`config.mk`:
```
export PLATFORM = sky130hd
export DESIGN_NAME = uart_tx_arbiter
export DESIGN_NICKNAME = d
export VERILOG_FILES = /design/src/rtl/uart_tx_arbiter.sv
export SDC_FILE = /design/constraint.sdc
export NUM_CORES = 1
export LEC_CHECK = 0
export BUFFER_PORTS_ARGS = -buffer_cell sky130_fd_sc_hd__buf_4
export CAP_MARGIN = 15
export CORE_ASPECT_RATIO = 0.7
export CORE_MARGIN = 4
export CORE_UTILIZATION = 45
export DETAILED_ROUTE_END_ITERATION = 8
export MAX_ROUTING_LAYER = met4
export PLACE_DENSITY = 0.8
export SKIP_CTS_REPAIR_TIMING = 1
export SYNTH_ARGS = -nofsm -noshare
export SYNTH_HDL_FRONTEND = slang
export SYNTH_SLANG_ARGS = --single-unit
```
`constraint.sdc`:
```
create_clock -name clk -period 2.1 [get_ports clk]
set_input_delay 0.21 -clock clk [delete_from_list [all_inputs] [get_ports clk]]
set_output_delay 0.21 -clock clk [all_outputs]
set_load 0.05 [all_outputs]
```
`src/rtl/uart_tx_arbiter.sv`:
```
// Round-robin arbiter that shares one UART transmitter among NUM_REQ byte-stream requesters.
// Define UART_TX_ARB_LOCK_EN to keep the grant on one requester until it sends a word with req_last set.
module uart_tx_arbiter #(
  parameter int NUM_REQ = 4,
  parameter int DATA_W  = 9,
  parameter int TIMEOUT = 2_000_000
) (
  input  logic                         clk,
  input  logic                         rst,
  input  logic [NUM_REQ-1:0]           req_valid,
  input  logic [NUM_REQ*DATA_W-1:0]    req_data,
  input  logic [NUM_REQ-1:0]           req_last,
  output logic [NUM_REQ-1:0]           req_ready,
  output logic                         uart_start,
  output logic [DATA_W-1:0]            uart_data,
  input  logic                         uart_ready,
  input  logic                         uart_busy,
  output logic [$clog2(NUM_REQ)-1:0]   grant_id,
  output logic                         active,
  output logic                         timeout_err
);

  localparam int ID_W = $clog2(NUM_REQ);
  localparam int WD_W = $clog2(TIMEOUT + 1);

  typedef enum logic [1:0] {IDLE, ISSUE, WAIT_BUSY, WAIT_DONE} state_t;

  state_t            state_reg;
  logic [ID_W-1:0]   ptr_reg;
  logic [WD_W-1:0]   wd_reg;
  logic [DATA_W-1:0] words [NUM_REQ];
  logic [NUM_REQ-1:0] eligible;
  logic [ID_W-1:0]   winner;
  logic              found;
  logic              accept;

  for (genvar gi = 0; gi < NUM_REQ; gi++) begin : g_words
    assign words[gi] = req_data[gi*DATA_W +: DATA_W];
  end

`ifdef UART_TX_ARB_LOCK_EN
  logic            lock_reg;
  logic [ID_W-1:0] lock_id_reg;

  always_comb begin
    eligible = req_valid;
    if (lock_reg)
      eligible = req_valid & (NUM_REQ'(1) << lock_id_reg);
  end
`else
  logic unused_last;
  assign unused_last = ^req_last;
  assign eligible    = req_valid;
`endif

  // Search starts just after the last winner, so every requester gets a turn.
  always_comb begin
    winner = ptr_reg;
    found  = 1'b0;
    for (int k = 1; k <= NUM_REQ; k++) begin
      if (!found && eligible[ID_W'((int'(ptr_reg) + k) % NUM_REQ)]) begin
        found  = 1'b1;
        winner = ID_W'((int'(ptr_reg) + k) % NUM_REQ);
      end
    end
  end

  assign accept    = !rst && (state_reg == IDLE) && uart_ready && !uart_busy && found;
  assign req_ready = accept ? (NUM_REQ'(1) << winner) : '0;

  always_ff @(posedge clk) begin
    if (rst) begin
      state_reg   <= IDLE;
      ptr_reg     <= ID_W'(NUM_REQ - 1);
      wd_reg      <= '0;
      uart_start  <= 1'b0;
      uart_data   <= '0;
      grant_id    <= '0;
      active      <= 1'b0;
      timeout_err <= 1'b0;
`ifdef UART_TX_ARB_LOCK_EN
      lock_reg    <= 1'b0;
      lock_id_reg <= '0;
`endif
    end else begin
      uart_start  <= 1'b0;
      timeout_err <= 1'b0;
      case (state_reg)
        IDLE: begin
          if (accept) begin
            uart_data  <= words[winner];
            grant_id   <= winner;
            ptr_reg    <= winner;
            uart_start <= 1'b1;
            active     <= 1'b1;
            state_reg  <= ISSUE;
`ifdef UART_TX_ARB_LOCK_EN
            lock_reg    <= !req_last[winner];
            lock_id_reg <= winner;
`endif
          end
        end
        ISSUE: begin
          wd_reg    <= '0;
          state_reg <= WAIT_BUSY;
        end
        default: begin
          if (state_reg == WAIT_DONE && !uart_busy && uart_ready) begin
            state_reg <= IDLE;
            active    <= 1'b0;
          end else if (wd_reg == WD_W'(TIMEOUT - 2)) begin
            // Fires here so timeout_err lands exactly TIMEOUT cycles after uart_start.
            state_reg   <= IDLE;
            active      <= 1'b0;
            timeout_err <= 1'b1;
`ifdef UART_TX_ARB_LOCK_EN
            lock_reg    <= 1'b0;
`endif
          end else begin
            if (state_reg == WAIT_BUSY && uart_busy)
              state_reg <= WAIT_DONE;
            if (wd_reg != {WD_W{1'b1}})
              wd_reg <= wd_reg + 1'b1;
          end
        end
      endcase
    end
  end

endmodule

```
== Word level (Yosys, flattened, before mapping) ==
Cells that the tools add are included.

* Flip-flop bits (word level): 39
* Word-level logic and storage cells: 94
* Output and inout port bits: 18

* Add/sub/neg operators: 5
* Mux-type cells: 39
* Equality and inequality tests: 8
* Bitwise logic cells: 3
* Magnitude comparators: 5
* Reductions and logical operators: 25
* Shift-type cells: 1

{| class="wikitable"
|+ Operators by type and width
! cell !! count
|-
| $mux W21 || 3
|-
| $pmux W21 S2 || 1
|-
| $add A21 B1 Y21 const B || 1
|-
| $eq A21 B21 Y1 const B || 1
|-
| $ne A21 B21 Y1 const B || 1
|-
| $bmux W9 S2 || 1
|-
| $mux W9 || 2
|-
| $mux W1 || 17
|-
| $lt A2 B4 Y1 const B || 4
|-
| $mux W2 || 8
|-
| $logic_and A1 B1 Y1 || 10
|-
| $bmux W1 S2 || 4
|-
| $logic_not A1 Y1 || 5
|-
| $reduce_bool A5 Y1 || 1
|-
| $add A2 B1 Y2 const B || 2
|-
| $add A2 B2 Y2 const B || 2
|-
| $eq A2 B2 Y1 const B || 2
|-
| $mux W4 || 1
|-
| $ne A2 B1 Y1 const B || 2
|-
| $pmux W2 S2 || 1
|-
| $reduce_and A2 Y1 || 2
|-
| $reduce_and A4 Y1 || 1
|-
| $reduce_or A4 Y1 || 1
|-
| $shl A1 B2 Y4 const A || 1
|-
| other kinds (11) || 12
|}

== Logic depth before layout (Yosys ltp) ==
* Word-level depth: 18
* Depth in mapped cells: 9
* Depth with buffers taken out: 7

== Least setup slack after synthesis ==
Ideal clock, no wire load.

* Path kind: register -> output
* From: register state_reg[1]
* To: output port req_ready[0]
* Buffers on the path: 2
* Data required time: 1.890 ns
* Arrival time: 2.551 ns
* Stages on the path, launching flop included: 6
* Path slack: -0.661 ns
* Path through: dfxtp_1 > or2_2 > or4_1 > clkbuf_1 > clkbuf_1 > nor3_1

* Cells in the longest elaborated chain, start to end: 6

{| class="wikitable"
|+ Ends and longest elaborated chain
! element !! RTL line !! RTL
|-
| start: declaration || 28 || <nowiki>state_t state_reg;</nowiki>
|-
| start signal: assignment || 73 || <nowiki>state_reg <= IDLE;</nowiki>
|-
| start signal: assignment || 96 || <nowiki>state_reg <= ISSUE;</nowiki>
|-
| start signal: assignment || 105 || <nowiki>state_reg <= WAIT_BUSY;</nowiki>
|-
| $logic_not A2 Y1 || 68 || <nowiki>assign accept = !rst && (state_reg == IDLE) && uart_ready && !uart_busy && found;</nowiki>
|-
| $logic_and A1 B1 Y1 (4 in a row) || 68 ||
|-
| $mux W4 || 69 || <nowiki>assign req_ready = accept ? (NUM_REQ'(1) << winner) : '0;</nowiki>
|-
| end: declaration || 13 || <nowiki>output logic [NUM_REQ-1:0] req_ready,</nowiki>
|}

No other way between the ends.

== Final worst setup path ==
* From: register ptr_reg[0]
* To: output port req_ready[2]

* Cells in the longest elaborated chain, start to end: 16

{| class="wikitable"
|+ Ends and longest elaborated chain
! element !! RTL line !! RTL
|-
| start: declaration || 29 || <nowiki>logic [ID_W-1:0] ptr_reg;</nowiki>
|-
| start signal: assignment || 74 || <nowiki>ptr_reg <= ID_W'(NUM_REQ - 1);</nowiki>
|-
| start signal: assignment || 93 || <nowiki>ptr_reg <= winner;</nowiki>
|-
| $add A2 B1 Y2 || 61, 63 ||
|-
| $bmux W1 S2 || 61 || <nowiki>if (!found && eligible[ID_W'((int'(ptr_reg) + k) % NUM_REQ)]) begin</nowiki>
|-
| $mux W1 (not written as such) (2 in a row) || 61 ||
|-
| $mux W1 || 61 ||
|-
| $logic_not A1 Y1 || 61 ||
|-
| $logic_and A1 B1 Y1 || 61 ||
|-
| $mux W1 || 61 ||
|-
| $logic_not A1 Y1 || 61 ||
|-
| $logic_and A1 B1 Y1 || 61 ||
|-
| $mux W1 || 61 ||
|-
| $logic_not A1 Y1 || 61 ||
|-
| $logic_and A1 B1 Y1 || 61 ||
|-
| $mux W2 / $mux W1 (equally long branches) || 61 ||
|-
| $shl A1 B2 Y4 / $logic_and A1 B1 Y1 (equally long branches) || 69, 68 ||
|-
| $mux W4 (*) || 69 ||
|}

Mark *: on every way between the ends. The rest lies on a longest branch, timed or not. The select of a mux whose other input is x is not followed.

==> metrics.yaml <==
sta:
  finalSetupTns_ps: 0
  fmax_ghz: 0.490
  min_period_over_period_pct: 97.1
  relSlewSlack_pct: 44.6
  drv_slew: 0
  min_period_ps: 2040
  setup_ws_ps: 60.4
  skew_ps: 4.10
  worst_slew_pin_slew_ps: 826
  rsz0062_at_grt: "no"
  setup_viol: 0
  hold_viol_final: 0
floorplan:
  die_area_sq_um: 6090
  dieWidth_um: 91.6
  die_height_um: 66.5
  pin_count: 66
  rows: 20
  core_sq_um: 4530
  initial_core_util_pct: 48.6
cts:
  htreeDepth: 2
  clk_pin_slew_ps: 80
  cts_tree: "built"
  cts_buffers: 5
  cts_buffer_depth: 2
  cts_root_buf: "clkbuf_8"
  insertion_delay_ps: 300
  clock-sinks: 39
setup_path:
  crit_fanout: 6
  ff2ff_setup_slack_ps: 70
  worstPathArrival_ps: 1830
  cp-startpoint: "ptr_reg[0]$_SDFFE_PP1P_"
  endpoint: "req_ready[2]"
  cp_data_required_time_ps: 1890
  worstSetupStartpointType: "flip-flop"
  timing.rr.end: "wd_reg[4]$_SDFFE_PP0P_"
  r2r_start: "wd_reg[0]$_SDFFE_PP0P_"
  reg2regPathDepth: 8
  cp-end-kind: "output pin"
  path_class: "reg -> out"
pwr:
  leakage_nw: 1.21
  ir_worst_vdd_v: 0.000435
  p_per_area_nw_per_um2: 677
global_routing:
  grt_pass1_wl_mm: 10.6
  grt_max_degree: 21
  first_global_vias: 2206
  grt.total_usage_pct: 21.8
  grt_overflow: 0
  antenna_found_initial: 0
drt:
  top_layer_used: "met4"
  drtAntennaViolNets: 0
  totalWireLength_mm: 6.93
  dr.pass1.iters: 4
  met3_length_um: 525
  vias: 2415
  viasPerCell: 5.89
  drc: 0
  drt-initial-drc-count: 210
  routed-wl-met2_mm: 3.15
  met1_length_mm: 3.21
  wl_per_cell_um: 16.9
placed_design:
  dp.cells: 397
  gp_congestion: 0.850
  numPortBuffers: 61
  dp_hpwl_mm: 4.76
  place_ws_ps: -33.3
yosys:
  synthFlopType: "dfxtp_1"
  postSynthCellCount: 268
  synthArstFlopShare_pct: 0
  synth_edf_count: 0
  synth.distinct_cells: 46
  yosysSeqAreaShare_pct: 35.5
  syn_area_sq_um: 2200
  synth_fp_nets: 318
  yosys_register_bits: 39
  ys_warn_count: 0
  syn_area_per_cell_sq_um: 8.21
final_layout:
  largest_reg_flops: 21
  final_layout_size_suffix_gt1_share_pct: 35.2
  area_delta_synth_final_pct: 37.7
  final_common_cell: "buf_4"
  nets: 393
  final_util_pct: 66.9
  finalNonFillerCells: 410
  diodes: 0
  layout.cells.most_common_list: "buf_4 (89), dfxtp_1 (37), a211oi_1 (21), and3_1 (20), nand3_1 (16)"
job:
  maxCapViolCount: 0
hold_path:
  min_from: "rst"
  hp-class: "in -> reg"
run_status:
  status: "finished, final reports clean"
## report_power, final
part | switching (mW) | internal (mW) | leakage, nW
sequential | 0.0333 | 0.795 | 0.316
combinational | 0.435 | 0.284 | 0.852
clock | 0.272 | 0.233 | 0.0422
total | 0.741 | 1.31 | 1.21
## worst min path at each step
stage	to	slack, ps	depth (start not counted)
3_5_place_dp	state_reg[1]$_SDFFE_PP0P_	430	2
2_1_floorplan	state_reg[1]$_SDFFE_PP0P_	280	1
3_3_place_gp	state_reg[0]$_SDFFE_PP0P_	440	2
4_1_cts	state_reg[1]$_SDFFE_PP0P_	120	2
6_report	state_reg[0]$_SDFFE_PP0P_	140	2
5_1_grt	state_reg[1]$_SDFFE_PP0P_	140	2
## cells in the mapped netlist (3+ instances only)
cell       n  area share [%]
a211oi_1  21             7.2
a21o_1     4             1.4
a21oi_1   16             3.6
a31o_2     3             1.2
and2_1     3            0.85
and3_1    20             5.7
and4_1     4             1.6
buf_6      3             1.5
clkbuf_1  16             2.7
dfxtp_1   39              35
inv_1      8             1.4
nand2_1    9             1.5
nand2b_1   3            0.85
nand3_1   16             3.6
nand4_1    6             1.7
nor2_1    13             2.2
nor3_1     7             1.6
nor4_1     4             1.1
o211ai_1   3             1.0
o21ai_0   10             2.3
o31ai_1   14             4.8
or3_1      6             1.7
or4_1      5             1.7
xnor2_1    6             2.4
## cells by family (layout without fill, tap and decap cells)
group,count (synthesis),count (layout),share of synthesized area [%]
AOI/OAI and AO/OA,82,83,25.6
DFF,39,39,35.5
buffers and inverters,31,106,6.42
xor gates and xnor gates,6,6,2.39
adders and majority gates,2,2,1.14
and+or+nand+nor,108,108,28.9
## area by class of cell
| cell class | count | area, sq um |
|---|---|---|
| flip-flops and latches | 39 | 783 |
| multi-input cells | 199 | 1380 |
| clock inverters | 1 | 5.00 |
| fillers | 371 | 1500 |
| well taps | 66 | 82.6 |
| repair buffers | 89 | 668 |
| inverters | 9 | 33.8 |
| clock buffers | 7 | 76.3 |
## metrics by stage
stage / area [sq um] / power, mW / hold slack [ps]
2_1_floorplan: 2250 / 1.26 / 282
3_3_place_gp: 2860 / 1.50 / 436
3_5_place_dp: 2860 / 1.52 / 429
4_1_cts: 2940 / 2.01 / 121
5_1_grt: 3030 / 2.16 / 137
6_report: 3030 / 2.05 / 136
## metal layers
| metal | GRT usage [%] | vias to the layer above |
|---|---|---|
| met5 | - | - |
| met4 | 6.39 | 0 |
| met3 | 4.18 | 6 |
| met2 | 32.1 | 94 |
| met1 | 30.2 | 1125 |
| li1 | - | 1190 |
## worst max-delay path, cell delays in order, from the launching register on
cell and delay (ps):
dfxtp_2 390, nor2b_1 90, a21o_1 180, a221o_2 460
nor3_4 190, buf_4 220
(Power assumes the default switching activity.)
